$ cat config.mk
export PLATFORM = sky130hd
export DESIGN_NAME = syn_sram_arb_flat
export DESIGN_NICKNAME = d
export VERILOG_FILES = /design/src/rtl/syn_sram_arb_if.sv /design/src/rtl/syn_sram_arb.sv /design/src/flat_wrapper.sv
export SDC_FILE = /design/constraint.sdc
export NUM_CORES = 1
export LEC_CHECK = 0
export BUFFER_PORTS_ARGS = -buffer_cell sky130_fd_sc_hd__clkbuf_2
export CORE_ASPECT_RATIO = 0.75
export CORE_MARGIN = 10
export CORE_UTILIZATION = 31
export DETAILED_ROUTE_END_ITERATION = 8
export HOLD_SLACK_MARGIN = 0.15
export PLACE_DENSITY = 0.62
export SYNTH_ARGS = -nofsm -noshare
export SYNTH_HDL_FRONTEND = slang
export SYNTH_SLANG_ARGS = --single-unit
$ cat constraint.sdc
create_clock -name clk_ir -period 1.56 [get_ports clk_ir]
set_clock_uncertainty 0.05 [all_clocks]
set_input_delay 0.312 -clock clk_ir [delete_from_list [all_inputs] [get_ports clk_ir]]
set_output_delay 0.312 -clock clk_ir [all_outputs]
set_load 0.02 [all_outputs]
$ cat src/rtl/syn_sram_arb_if.sv
// Purpose: client request/ack ports and SRAM pin bundle for syn_sram_arb.
// Latency: none; this file only declares wires.
// Backpressure: a client holds req until its ack; the arbiter never stalls an ack.
interface syn_sram_arb_if;
    logic        a_req;
    logic        a_wr;
    logic [17:0] a_addr;
    logic [15:0] a_wdata;
    logic [1:0]  a_be;
    logic        a_ack;
    logic [15:0] a_rdata;

    logic        b_req;
    logic        b_wr;
    logic [17:0] b_addr;
    logic [15:0] b_wdata;
    logic [1:0]  b_be;
    logic        b_ack;
    logic [15:0] b_rdata;

    logic [17:0] SRAM_ADDR;
    logic        SRAM_LB_N;
    logic        SRAM_UB_N;
    logic        SRAM_CE_N;
    logic        SRAM_OE_N;
    logic        SRAM_WE_N;
    logic [15:0] SRAM_DO;
    logic [15:0] SRAM_DI;

    // Arbiter side: takes client requests, drives the SRAM pins.
    modport mp (
        input  a_req, a_wr, a_addr, a_wdata, a_be,
        output a_ack, a_rdata,
        input  b_req, b_wr, b_addr, b_wdata, b_be,
        output b_ack, b_rdata,
        output SRAM_ADDR, SRAM_LB_N, SRAM_UB_N, SRAM_CE_N, SRAM_OE_N, SRAM_WE_N, SRAM_DO,
        input  SRAM_DI
    );

    // Environment side: clients plus the SRAM device.
    modport sp (
        output a_req, a_wr, a_addr, a_wdata, a_be,
        input  a_ack, a_rdata,
        output b_req, b_wr, b_addr, b_wdata, b_be,
        input  b_ack, b_rdata,
        input  SRAM_ADDR, SRAM_LB_N, SRAM_UB_N, SRAM_CE_N, SRAM_OE_N, SRAM_WE_N, SRAM_DO,
        output SRAM_DI
    );
endinterface

$ cat src/rtl/syn_sram_arb.sv
// Purpose: round-robin two-client arbiter/sequencer for the 256Kx16 async SRAM; SYN_SRAM_ARB_STATS_EN adds ack counters.
// Latency: strobes N+1..N+WAIT_CYCLES after the sampling edge N, ack at N+WAIT_CYCLES+1.
// Backpressure: requests are sampled only in IDLE; a client waits (req held) until its one-cycle ack.
module syn_sram_arb #(
    parameter int WAIT_CYCLES = 1,
    parameter int CNTR_W      = 16
) (
    input  logic              clk_ir,
    input  logic              rst_il,
    syn_sram_arb_if.mp        bus
`ifdef SYN_SRAM_ARB_STATS_EN
    ,
    input  logic              stats_clr,
    output logic [CNTR_W-1:0] a_cnt,
    output logic [CNTR_W-1:0] b_cnt
`endif
);

    localparam int WCW = (WAIT_CYCLES > 1) ? $clog2(WAIT_CYCLES) : 1;

    generate
        if (WAIT_CYCLES < 1) begin : g_bad_wait
            $error("syn_sram_arb: WAIT_CYCLES must be >= 1");
        end
        if (CNTR_W < 1) begin : g_bad_cntr
            $error("syn_sram_arb: CNTR_W must be >= 1");
        end
    endgenerate

    typedef enum logic [1:0] {
        IDLE    = 2'd0,
        ACCESS  = 2'd1,
        RECOVER = 2'd2
    } state_t;

    state_t          state;
    state_t          state_nxt;
    logic [WCW-1:0]  wait_cnt;
    logic            last_b;     // 1 = B was granted most recently
    logic            sel_b;      // owner of the access in flight
    logic            sel_wr;     // direction of the access in flight
    logic            gnt_a;
    logic            gnt_b;
    logic            wait_done;
    logic            req_wr;
    logic [17:0]     req_addr;
    logic [15:0]     req_wdata;
    logic [1:0]      req_be;

    // Round-robin pick and mux of the winner's request fields.
    always_comb begin
        gnt_a     = bus.a_req & (~bus.b_req | last_b);
        gnt_b     = bus.b_req & ~gnt_a;
        req_wr    = gnt_b ? bus.b_wr    : bus.a_wr;
        req_addr  = gnt_b ? bus.b_addr  : bus.a_addr;
        req_wdata = gnt_b ? bus.b_wdata : bus.a_wdata;
        req_be    = gnt_b ? bus.b_be    : bus.a_be;
        wait_done = (wait_cnt == WCW'(WAIT_CYCLES - 1));
    end

    // State register.
    always_ff @(posedge clk_ir) begin
        if (rst_il) begin
            state <= IDLE;
        end else begin
            state <= state_nxt;
        end
    end

    // Next-state logic.
    always_comb begin
        state_nxt = state;
        case (state)
            IDLE:    if (gnt_a | gnt_b) state_nxt = ACCESS;
            ACCESS:  if (wait_done)     state_nxt = RECOVER;
            RECOVER: state_nxt = IDLE;
            default: state_nxt = IDLE;
        endcase
    end

    // Registered SRAM pins, acks, read data and grant bookkeeping.
    always_ff @(posedge clk_ir) begin
        if (rst_il) begin
            bus.SRAM_ADDR <= '0;
            bus.SRAM_DO   <= '0;
            bus.SRAM_CE_N <= 1'b1;
            bus.SRAM_OE_N <= 1'b1;
            bus.SRAM_WE_N <= 1'b1;
            bus.SRAM_LB_N <= 1'b1;
            bus.SRAM_UB_N <= 1'b1;
            bus.a_ack     <= 1'b0;
            bus.b_ack     <= 1'b0;
            bus.a_rdata   <= '0;
            bus.b_rdata   <= '0;
            last_b        <= 1'b1;
            sel_b         <= 1'b0;
            sel_wr        <= 1'b0;
            wait_cnt      <= '0;
        end else begin
            case (state)
                IDLE: begin
                    bus.a_ack <= 1'b0;
                    bus.b_ack <= 1'b0;
                    if (gnt_a | gnt_b) begin
                        sel_b         <= gnt_b;
                        sel_wr        <= req_wr;
                        last_b        <= gnt_b;
                        wait_cnt      <= '0;
                        bus.SRAM_ADDR <= req_addr;
                        bus.SRAM_CE_N <= 1'b0;
                        bus.SRAM_LB_N <= ~req_be[0];
                        bus.SRAM_UB_N <= ~req_be[1];
                        if (req_wr) begin
                            bus.SRAM_DO   <= req_wdata;
                            bus.SRAM_WE_N <= 1'b0;
                        end else begin
                            bus.SRAM_OE_N <= 1'b0;
                        end
                    end
                end
                ACCESS: begin
                    if (wait_done) begin
                        // Data is sampled while OE_N is still low, then strobes release.
                        if (!sel_wr) begin
                            if (sel_b) bus.b_rdata <= bus.SRAM_DI;
                            else       bus.a_rdata <= bus.SRAM_DI;
                        end
                        bus.SRAM_WE_N <= 1'b1;
                        bus.SRAM_OE_N <= 1'b1;
                        bus.a_ack     <= ~sel_b;
                        bus.b_ack     <= sel_b;
                    end else begin
                        wait_cnt <= wait_cnt + WCW'(1);
                    end
                end
                RECOVER: begin
                    // Address and data are left untouched to avoid needless bus toggling.
                    bus.a_ack     <= 1'b0;
                    bus.b_ack     <= 1'b0;
                    bus.SRAM_CE_N <= 1'b1;
                    bus.SRAM_LB_N <= 1'b1;
                    bus.SRAM_UB_N <= 1'b1;
                end
                default: begin
                    bus.a_ack <= 1'b0;
                    bus.b_ack <= 1'b0;
                end
            endcase
        end
    end

`ifdef SYN_SRAM_ARB_STATS_EN
    // Saturating per-client ack counters; clear beats a same-cycle increment.
    always_ff @(posedge clk_ir) begin
        if (rst_il || stats_clr) begin
            a_cnt <= '0;
            b_cnt <= '0;
        end else begin
            if (bus.a_ack && (a_cnt != '1)) a_cnt <= a_cnt + CNTR_W'(1);
            if (bus.b_ack && (b_cnt != '1)) b_cnt <= b_cnt + CNTR_W'(1);
        end
    end
`endif

endmodule

$ cat src/flat_wrapper.sv
// flat-port wrapper written by rule: the top's interface ports become plain ports
module syn_sram_arb_flat 
#(
    parameter int WAIT_CYCLES = 1,
    parameter int CNTR_W      = 16
)
  (clk_ir, rst_il, bus_a_req, bus_a_wr, bus_a_addr, bus_a_wdata, bus_a_be, bus_a_ack, bus_a_rdata, bus_b_req, bus_b_wr, bus_b_addr, bus_b_wdata, bus_b_be, bus_b_ack, bus_b_rdata, bus_SRAM_ADDR, bus_SRAM_LB_N, bus_SRAM_UB_N, bus_SRAM_CE_N, bus_SRAM_OE_N, bus_SRAM_WE_N, bus_SRAM_DO, bus_SRAM_DI);
  syn_sram_arb_if bus_i ();
  input  logic clk_ir;
  input  logic rst_il;
  input wire logic [$bits(bus_i.a_req)-1:0] bus_a_req;
  input wire logic [$bits(bus_i.a_wr)-1:0] bus_a_wr;
  input wire logic [$bits(bus_i.a_addr)-1:0] bus_a_addr;
  input wire logic [$bits(bus_i.a_wdata)-1:0] bus_a_wdata;
  input wire logic [$bits(bus_i.a_be)-1:0] bus_a_be;
  output wire logic [$bits(bus_i.a_ack)-1:0] bus_a_ack;
  output wire logic [$bits(bus_i.a_rdata)-1:0] bus_a_rdata;
  input wire logic [$bits(bus_i.b_req)-1:0] bus_b_req;
  input wire logic [$bits(bus_i.b_wr)-1:0] bus_b_wr;
  input wire logic [$bits(bus_i.b_addr)-1:0] bus_b_addr;
  input wire logic [$bits(bus_i.b_wdata)-1:0] bus_b_wdata;
  input wire logic [$bits(bus_i.b_be)-1:0] bus_b_be;
  output wire logic [$bits(bus_i.b_ack)-1:0] bus_b_ack;
  output wire logic [$bits(bus_i.b_rdata)-1:0] bus_b_rdata;
  output wire logic [$bits(bus_i.SRAM_ADDR)-1:0] bus_SRAM_ADDR;
  output wire logic [$bits(bus_i.SRAM_LB_N)-1:0] bus_SRAM_LB_N;
  output wire logic [$bits(bus_i.SRAM_UB_N)-1:0] bus_SRAM_UB_N;
  output wire logic [$bits(bus_i.SRAM_CE_N)-1:0] bus_SRAM_CE_N;
  output wire logic [$bits(bus_i.SRAM_OE_N)-1:0] bus_SRAM_OE_N;
  output wire logic [$bits(bus_i.SRAM_WE_N)-1:0] bus_SRAM_WE_N;
  output wire logic [$bits(bus_i.SRAM_DO)-1:0] bus_SRAM_DO;
  input wire logic [$bits(bus_i.SRAM_DI)-1:0] bus_SRAM_DI;
  assign bus_i.a_req = bus_a_req;
  assign bus_i.a_wr = bus_a_wr;
  assign bus_i.a_addr = bus_a_addr;
  assign bus_i.a_wdata = bus_a_wdata;
  assign bus_i.a_be = bus_a_be;
  assign bus_a_ack = bus_i.a_ack;
  assign bus_a_rdata = bus_i.a_rdata;
  assign bus_i.b_req = bus_b_req;
  assign bus_i.b_wr = bus_b_wr;
  assign bus_i.b_addr = bus_b_addr;
  assign bus_i.b_wdata = bus_b_wdata;
  assign bus_i.b_be = bus_b_be;
  assign bus_b_ack = bus_i.b_ack;
  assign bus_b_rdata = bus_i.b_rdata;
  assign bus_SRAM_ADDR = bus_i.SRAM_ADDR;
  assign bus_SRAM_LB_N = bus_i.SRAM_LB_N;
  assign bus_SRAM_UB_N = bus_i.SRAM_UB_N;
  assign bus_SRAM_CE_N = bus_i.SRAM_CE_N;
  assign bus_SRAM_OE_N = bus_i.SRAM_OE_N;
  assign bus_SRAM_WE_N = bus_i.SRAM_WE_N;
  assign bus_SRAM_DO = bus_i.SRAM_DO;
  assign bus_i.SRAM_DI = bus_SRAM_DI;
  syn_sram_arb #(.WAIT_CYCLES(WAIT_CYCLES), .CNTR_W(CNTR_W)) u_core (.clk_ir(clk_ir), .rst_il(rst_il), .bus(bus_i));
endmodule
Word level (Yosys, flattened, before mapping)

Index checks and enable logic that the tools add are counted.
Widths: inputs -> output; s select.

Add/subtract/negate cells: 1
$mul: 0
Divide/modulo/power cells: 0
Magnitude comparators: 0
Equality and inequality tests: 6
Shift-type cells: 0
Multiplexer cells: 22
Bitwise gates (word level): 12
Reductions and logical operators: 13

Operators by type and width:

| cell                | count |
|---|---|
| $mux 18             | 1 |
| $mux 16             | 1 |
| $reduce_and 4->1    | 4 |
| $pmux 1 s2          | 6 |
| $mux 1              | 10 |
| $not 1->1           | 8 |
| $reduce_and 2->1    | 4 |
| $mux 2              | 3 |
| $ne 2x1->1 const B  | 2 |
| $ne 2x2->1 const B  | 2 |
| $pmux 2 s2          | 1 |
| $reduce_bool 2->1   | 2 |
| $reduce_and 3->1    | 1 |
| $and 1x1->1         | 2 |
| $eq 2x1->1 const B  | 1 |
| $eq 2x2->1 const B  | 1 |
| $logic_not 2->1     | 1 |
| $or 1x1->1          | 2 |
| $reduce_or 2->1     | 1 |
| $add 1x1->1 const B | 1 |

Register bits: 79
Latch bits: 0
Bits in writable memories: 0
Memory bits (read-only): 0
Input port bits: 94
Output and inout port bits: 73
Word-level logic and storage cells: 70
Memories: 0

Longest topological paths before layout

Depth in word-level cells: 9
Gate-level depth with buffers: 6
Gate-level depth less buffers: 4

Worst setup path after synthesis

Ideal clock, no wire load.

Path kind: reg-to-reg
Start: register u_core.state[1]
End: register u_core.bus.b_rdata[10]
Setup time: 0.132 ns
Arrival time: 1.343 ns
Data required time: 1.378 ns
Path slack: 0.035 ns
Stages on the path, launching flop included: 7
Path buffers: 2
Period minus slack after synthesis: 1.525 ns
Path through: dfxtp_1 -> nand2b_4 -> or3b_2 -> clkbuf_1 -> buf_2 -> nand2_1 -> a21oi_1

Longest elaborated chain between the ends: 2

RTL lines:

| what                              | line                  | source |
|---|---|---|
| start, declared                   | syn_sram_arb.sv:36    | `state_t state;` |
| start signal, assigned            | syn_sram_arb.sv:66    | `state <= state_nxt;` |
| $eq 2x1->1                        | syn_sram_arb.sv:100   | `case (state)` |
| $reduce_and 4->1 (no source line) | n/a                   |  |
| end signal, assigned              | syn_sram_arb.sv:125   | `if (sel_b) bus.b_rdata <= bus.SRAM_DI;` |
| end, declared                     | syn_sram_arb_if.sv:35 | `output b_ack, b_rdata,` |

Every way passes these cells.
A chain may end at the register's enable or synchronous reset.

Final worst setup path

Start: register u_core.last_b
End: register u_core.bus.SRAM_DO[12]

Longest elaborated chain between the ends: 6
Elaborated cells on any way between the ends: 8
Classes of those cells: mux: 2; bitwise: 5; reduce/logical: 1

RTL lines:

| what                                        | line                                    | source |
|---|---|---|
| start, declared                             | syn_sram_arb.sv:39                      | `logic last_b;` |
| start signal, assigned                      | syn_sram_arb.sv:107                     | `last_b <= gnt_b;` |
| $or 1x1->1 *                                | syn_sram_arb.sv:52                      | `gnt_a = bus.a_req & (~bus.b_req \| last_b);` |
| $and 1x1->1 *                               | syn_sram_arb.sv:52                      |  |
| $not 1->1                                   | syn_sram_arb.sv:53                      | `gnt_b = bus.b_req & ~gnt_a;` |
| $and 1x1->1                                 | syn_sram_arb.sv:53                      |  |
| $or 1x1->1 / $mux 1 (equally long branches) | syn_sram_arb.sv:104, syn_sram_arb.sv:54 |  |
| $reduce_and 3->1 (no source line)           | n/a                                     |  |
| end signal, assigned                        | syn_sram_arb.sv:114                     | `bus.SRAM_DO <= req_wdata;` |
| end, declared                               | syn_sram_arb_if.sv:36                   | `output SRAM_ADDR, SRAM_LB_N, SRAM_UB_N, SRAM_CE_N, SRAM_OE_N, SRAM_WE_N, SRAM_DO,` |

Every way passes the cells marked *; elsewhere a longest branch is shown, timed or not.

==> flow_metrics.env <==
export IMPL_wl_per_cell_microns=15.5
export IMPL_critPathSlowestCell="dfxtp_1"
export IMPL_synthSimpleGateAreaFrac_pct=27.0
export IMPL_numCtsBuffers=9
export IMPL_die_y_microns=108
export IMPL_drive_gt1_share_pct=38.4
export IMPL_ios=167
export IMPL_final_min_clock_period_ns=1.48
export IMPL_cp_arrival_ns=1.63
export IMPL_hold_ws_ns=0.174
export IMPL_synthMuxAreaShare_pct=1.33
export IMPL_n_antenna_cell=0
export IMPL_initial_utilization_pct=31.4
export IMPL_crit_required_ns=1.72
export IMPL_cellLeakagePower_nw=2.08
export IMPL_yosysSeqAreaShare_pct=48.6
export IMPL_worstPathCellList="a21bo_4 > buf_12 > or3_1 > a21oi_1 > nor3_2"
export IMPL_max_cap_viol_count=0
export IMPL_syn_inst=396
export IMPL_status="completed"
export IMPL_grt_usage_pct=13.9
export IMPL_fin_util_pct=45.6
export IMPL_overflow=0
export IMPL_place_area_sq_um=4330
export IMPL_synthAdderAreaFrac_pct=0
export IMPL_num_rows=32
export IMPL_tritoncts="yes"
export IMPL_via_per_inst=4.79
export IMPL_htreeDepth=3
export IMPL_hold_viol=0
export IMPL_critPathLaunchType="register"
export IMPL_path_delay_family="compound AO/OA/AOI/OAI gates"
export IMPL_dpl_cell_count=687
export IMPL_fin_tns_setup_ns=0
export IMPL_netlist_area_sq_um=3210
export IMPL_nets=656
export IMPL_ctsHoldBuffers=0
export IMPL_post_route_period_util_pct=94.6
export IMPL_core_sq_um=10200
export IMPL_cts_sinks=78
export IMPL_synth_fp_nets=490
export IMPL_fin_cells=703
export IMPL_cts_buffer_depth=2
export IMPL_worstSetupPathType="register to register"
export IMPL_ys_seq_elements=78
export IMPL_worst_pin_slew_ns=0.455
export IMPL_synth_distinct_cells=28
export IMPL_cts_clk_slew_worst_paths_ns=0.06
export IMPL_area_growth_pct=45.2
export IMPL_cts_root_buf="clkbuf_16"
export IMPL_power_total_mw=5.57
export IMPL_cpPeakStageDelay_ns=0.34
export IMPL_port_buffer_count=166
export IMPL_grt_first_pass_wirelength_mm=16.8
export IMPL_setup_viol=0
export IMPL_synthXorXnorAreaFrac_pct=0
export IMPL_layout_setup_ws_ns=0.0835
export IMPL_ys_warn_count=0
export IMPL_drt_iter0_markers=126
export IMPL_fmax_mhz=677
export IMPL_vias=3370
export IMPL_antenna_found_initial=0
export IMPL_place_ws_ns=-0.0340
export IMPL_slew_limit_headroom_pct=69.6
export IMPL_power_density_nw_per_um2=1200
export IMPL_endpoint_kind="register"
export IMPL_peakVddDrop_v=0.000497
export IMPL_routabilityCongestion=0.808
export IMPL_design_area_sq_um=4660
export IMPL_routed_wl_mm=10.9
export IMPL_avgSynthCellArea_sq_um=8.11
export IMPL_dp_hpwl_mm=8.54
export IMPL_rsz0062_at_grt="false"
export IMPL_first_pass_iters=4
export IMPL_grt_start_max_net_pins=43
export IMPL_critPathBufInv=1
export IMPL_clk_latency_ns=0.32
export IMPL_drc=0
export IMPL_synth_top_family_by_area="simple AND/OR/NAND/NOR gates"
export IMPL_synth_compound_area_share_pct=18.1
export IMPL_die_area_sq_um=14900
export IMPL_hp_class="input pin to register"
export IMPL_die_w_microns=138
export IMPL_grt_pass1_vias=3351
export IMPL_ant_nets=0
export IMPL_final_max_slew_viol_count=0
export IMPL_cp_max_fo=25
[layout by cell type (no fill, tap or decap), types with 3 or more instances in the layout]
master	instances
nor3_2	9
dfxtp_1	78
buf_4	12
nor3_1	10
or3_1	33
a311oi_1	18
buf_12	8
nor2_1	24
inv_1	3
clkbuf_16	9
nand2_1	103
a21oi_1	68
clkbuf_2	166
[routing by layer]
layer | wire [microns] | GRT usage (%) | vias up
met5 | 0 | 0 | -
met4 | 95 | 3.38 | 0
met3 | 984 | 4.45 | 8
met2 | 5270 | 23.7 | 121
met1 | 4540 | 16.6 | 1546
li1 | - | - | 1695
[Yosys cell counts]
| master | number | area share, % |
|---|---|---|
| nand2_1 | 103 | 12 |
| nor3_1 | 11 | 1.7 |
| buf_6 | 2 | 0.70 |
| a21o_1 | 1 | 0.23 |
| and2_1 | 1 | 0.19 |
| o21ai_0 | 2 | 0.31 |
| nand2b_4 | 1 | 0.43 |
| dfxtp_1 | 78 | 49 |
| a221o_1 | 2 | 0.62 |
| o21a_1 | 1 | 0.23 |
| or3_1 | 33 | 6.4 |
| o32a_1 | 1 | 0.31 |
| clkbuf_1 | 18 | 2.1 |
| mux2i_4 | 1 | 0.70 |
| nor3_2 | 8 | 2.5 |
| a311oi_1 | 18 | 4.9 |
| inv_1 | 3 | 0.35 |
| a21boi_2 | 1 | 0.35 |
| a21oi_1 | 68 | 11 |
| nand2b_1 | 1 | 0.19 |
| mux2i_1 | 2 | 0.62 |
| buf_1 | 2 | 0.23 |
| a21bo_1 | 1 | 0.31 |
| or3b_2 | 1 | 0.27 |
| o21bai_1 | 1 | 0.23 |
| buf_2 | 10 | 1.6 |
| nor3b_2 | 1 | 0.39 |
| nor2_1 | 24 | 2.8 |
[report_power, final]
| part | total (mW) | switching (mW) | leakage [nW] | internal, mW |
|---|---|---|---|---|
| clock | 2.21 | 0.769 | 0.157 | 1.44 |
| combinational | 1.12 | 0.663 | 1.29 | 0.456 |
| sequential | 2.25 | 0.0920 | 0.640 | 2.15 |
| total | 5.57 | 1.52 | 2.08 | 4.05 |
[cell families after synthesis]
family | count (synthesis)
AND/OR/NAND/NOR | 184
AO/OA/AOI/OAI | 96
flip-flops | 78
buffers and inverters | 35
multiplexers | 3
[final timing paths]
path                                      start                                  end  slack (ns)  depth (start not counted)
max                  u_core.last_b$_SDFFE_PP1P_  u_core.bus.SRAM_DO[12]$_SDFFE_PP0P_        0.08                          5
min                             bus_SRAM_DI[14]  u_core.bus.a_rdata[14]$_SDFFE_PP0P_        0.17                          3
max reg2reg          u_core.last_b$_SDFFE_PP1P_  u_core.bus.SRAM_DO[12]$_SDFFE_PP0P_        0.08                          5
min reg2reg  u_core.bus.a_rdata[0]$_SDFFE_PP0P_   u_core.bus.a_rdata[0]$_SDFFE_PP0P_        0.40                          2
[area by class of cell]
cell class	count	area (sq um)
clock buffers	12	246
flip-flops and latches	78	1560
well taps	136	170
clock inverters	4	70.1
inverters	3	11.3
multi-input cells	283	1510
repair buffers	187	1090
fillers	1029	5550
[worst min-delay path, cell delays in order]
cell      delay (ns)
clkbuf_2        0.09
nand2_1         0.05
a21oi_1         0.05
[flip-flops by register name (all words and copies together), names as in the netlist]
name and flops:
u_core.bus.SRAM_ADDR 18, u_core.bus.SRAM_DO 16, u_core.bus.a_rdata 16, u_core.bus.b_rdata 16, u_core.state 2, u_core.bus.SRAM_CE_N 1, u_core.bus.SRAM_LB_N 1, u_core.bus.SRAM_OE_N 1
u_core.bus.SRAM_UB_N 1, u_core.bus.SRAM_WE_N 1, u_core.bus.a_ack 1, u_core.bus.b_ack 1, u_core.last_b 1, u_core.sel_b 1, u_core.sel_wr 1
[what timing repair did]
item	in CTS	in global routing
resized for setup	0	4
buffers inserted	0	0
endpoints found under the setup margin	0	28
Power figures use the tool's default switching activity.
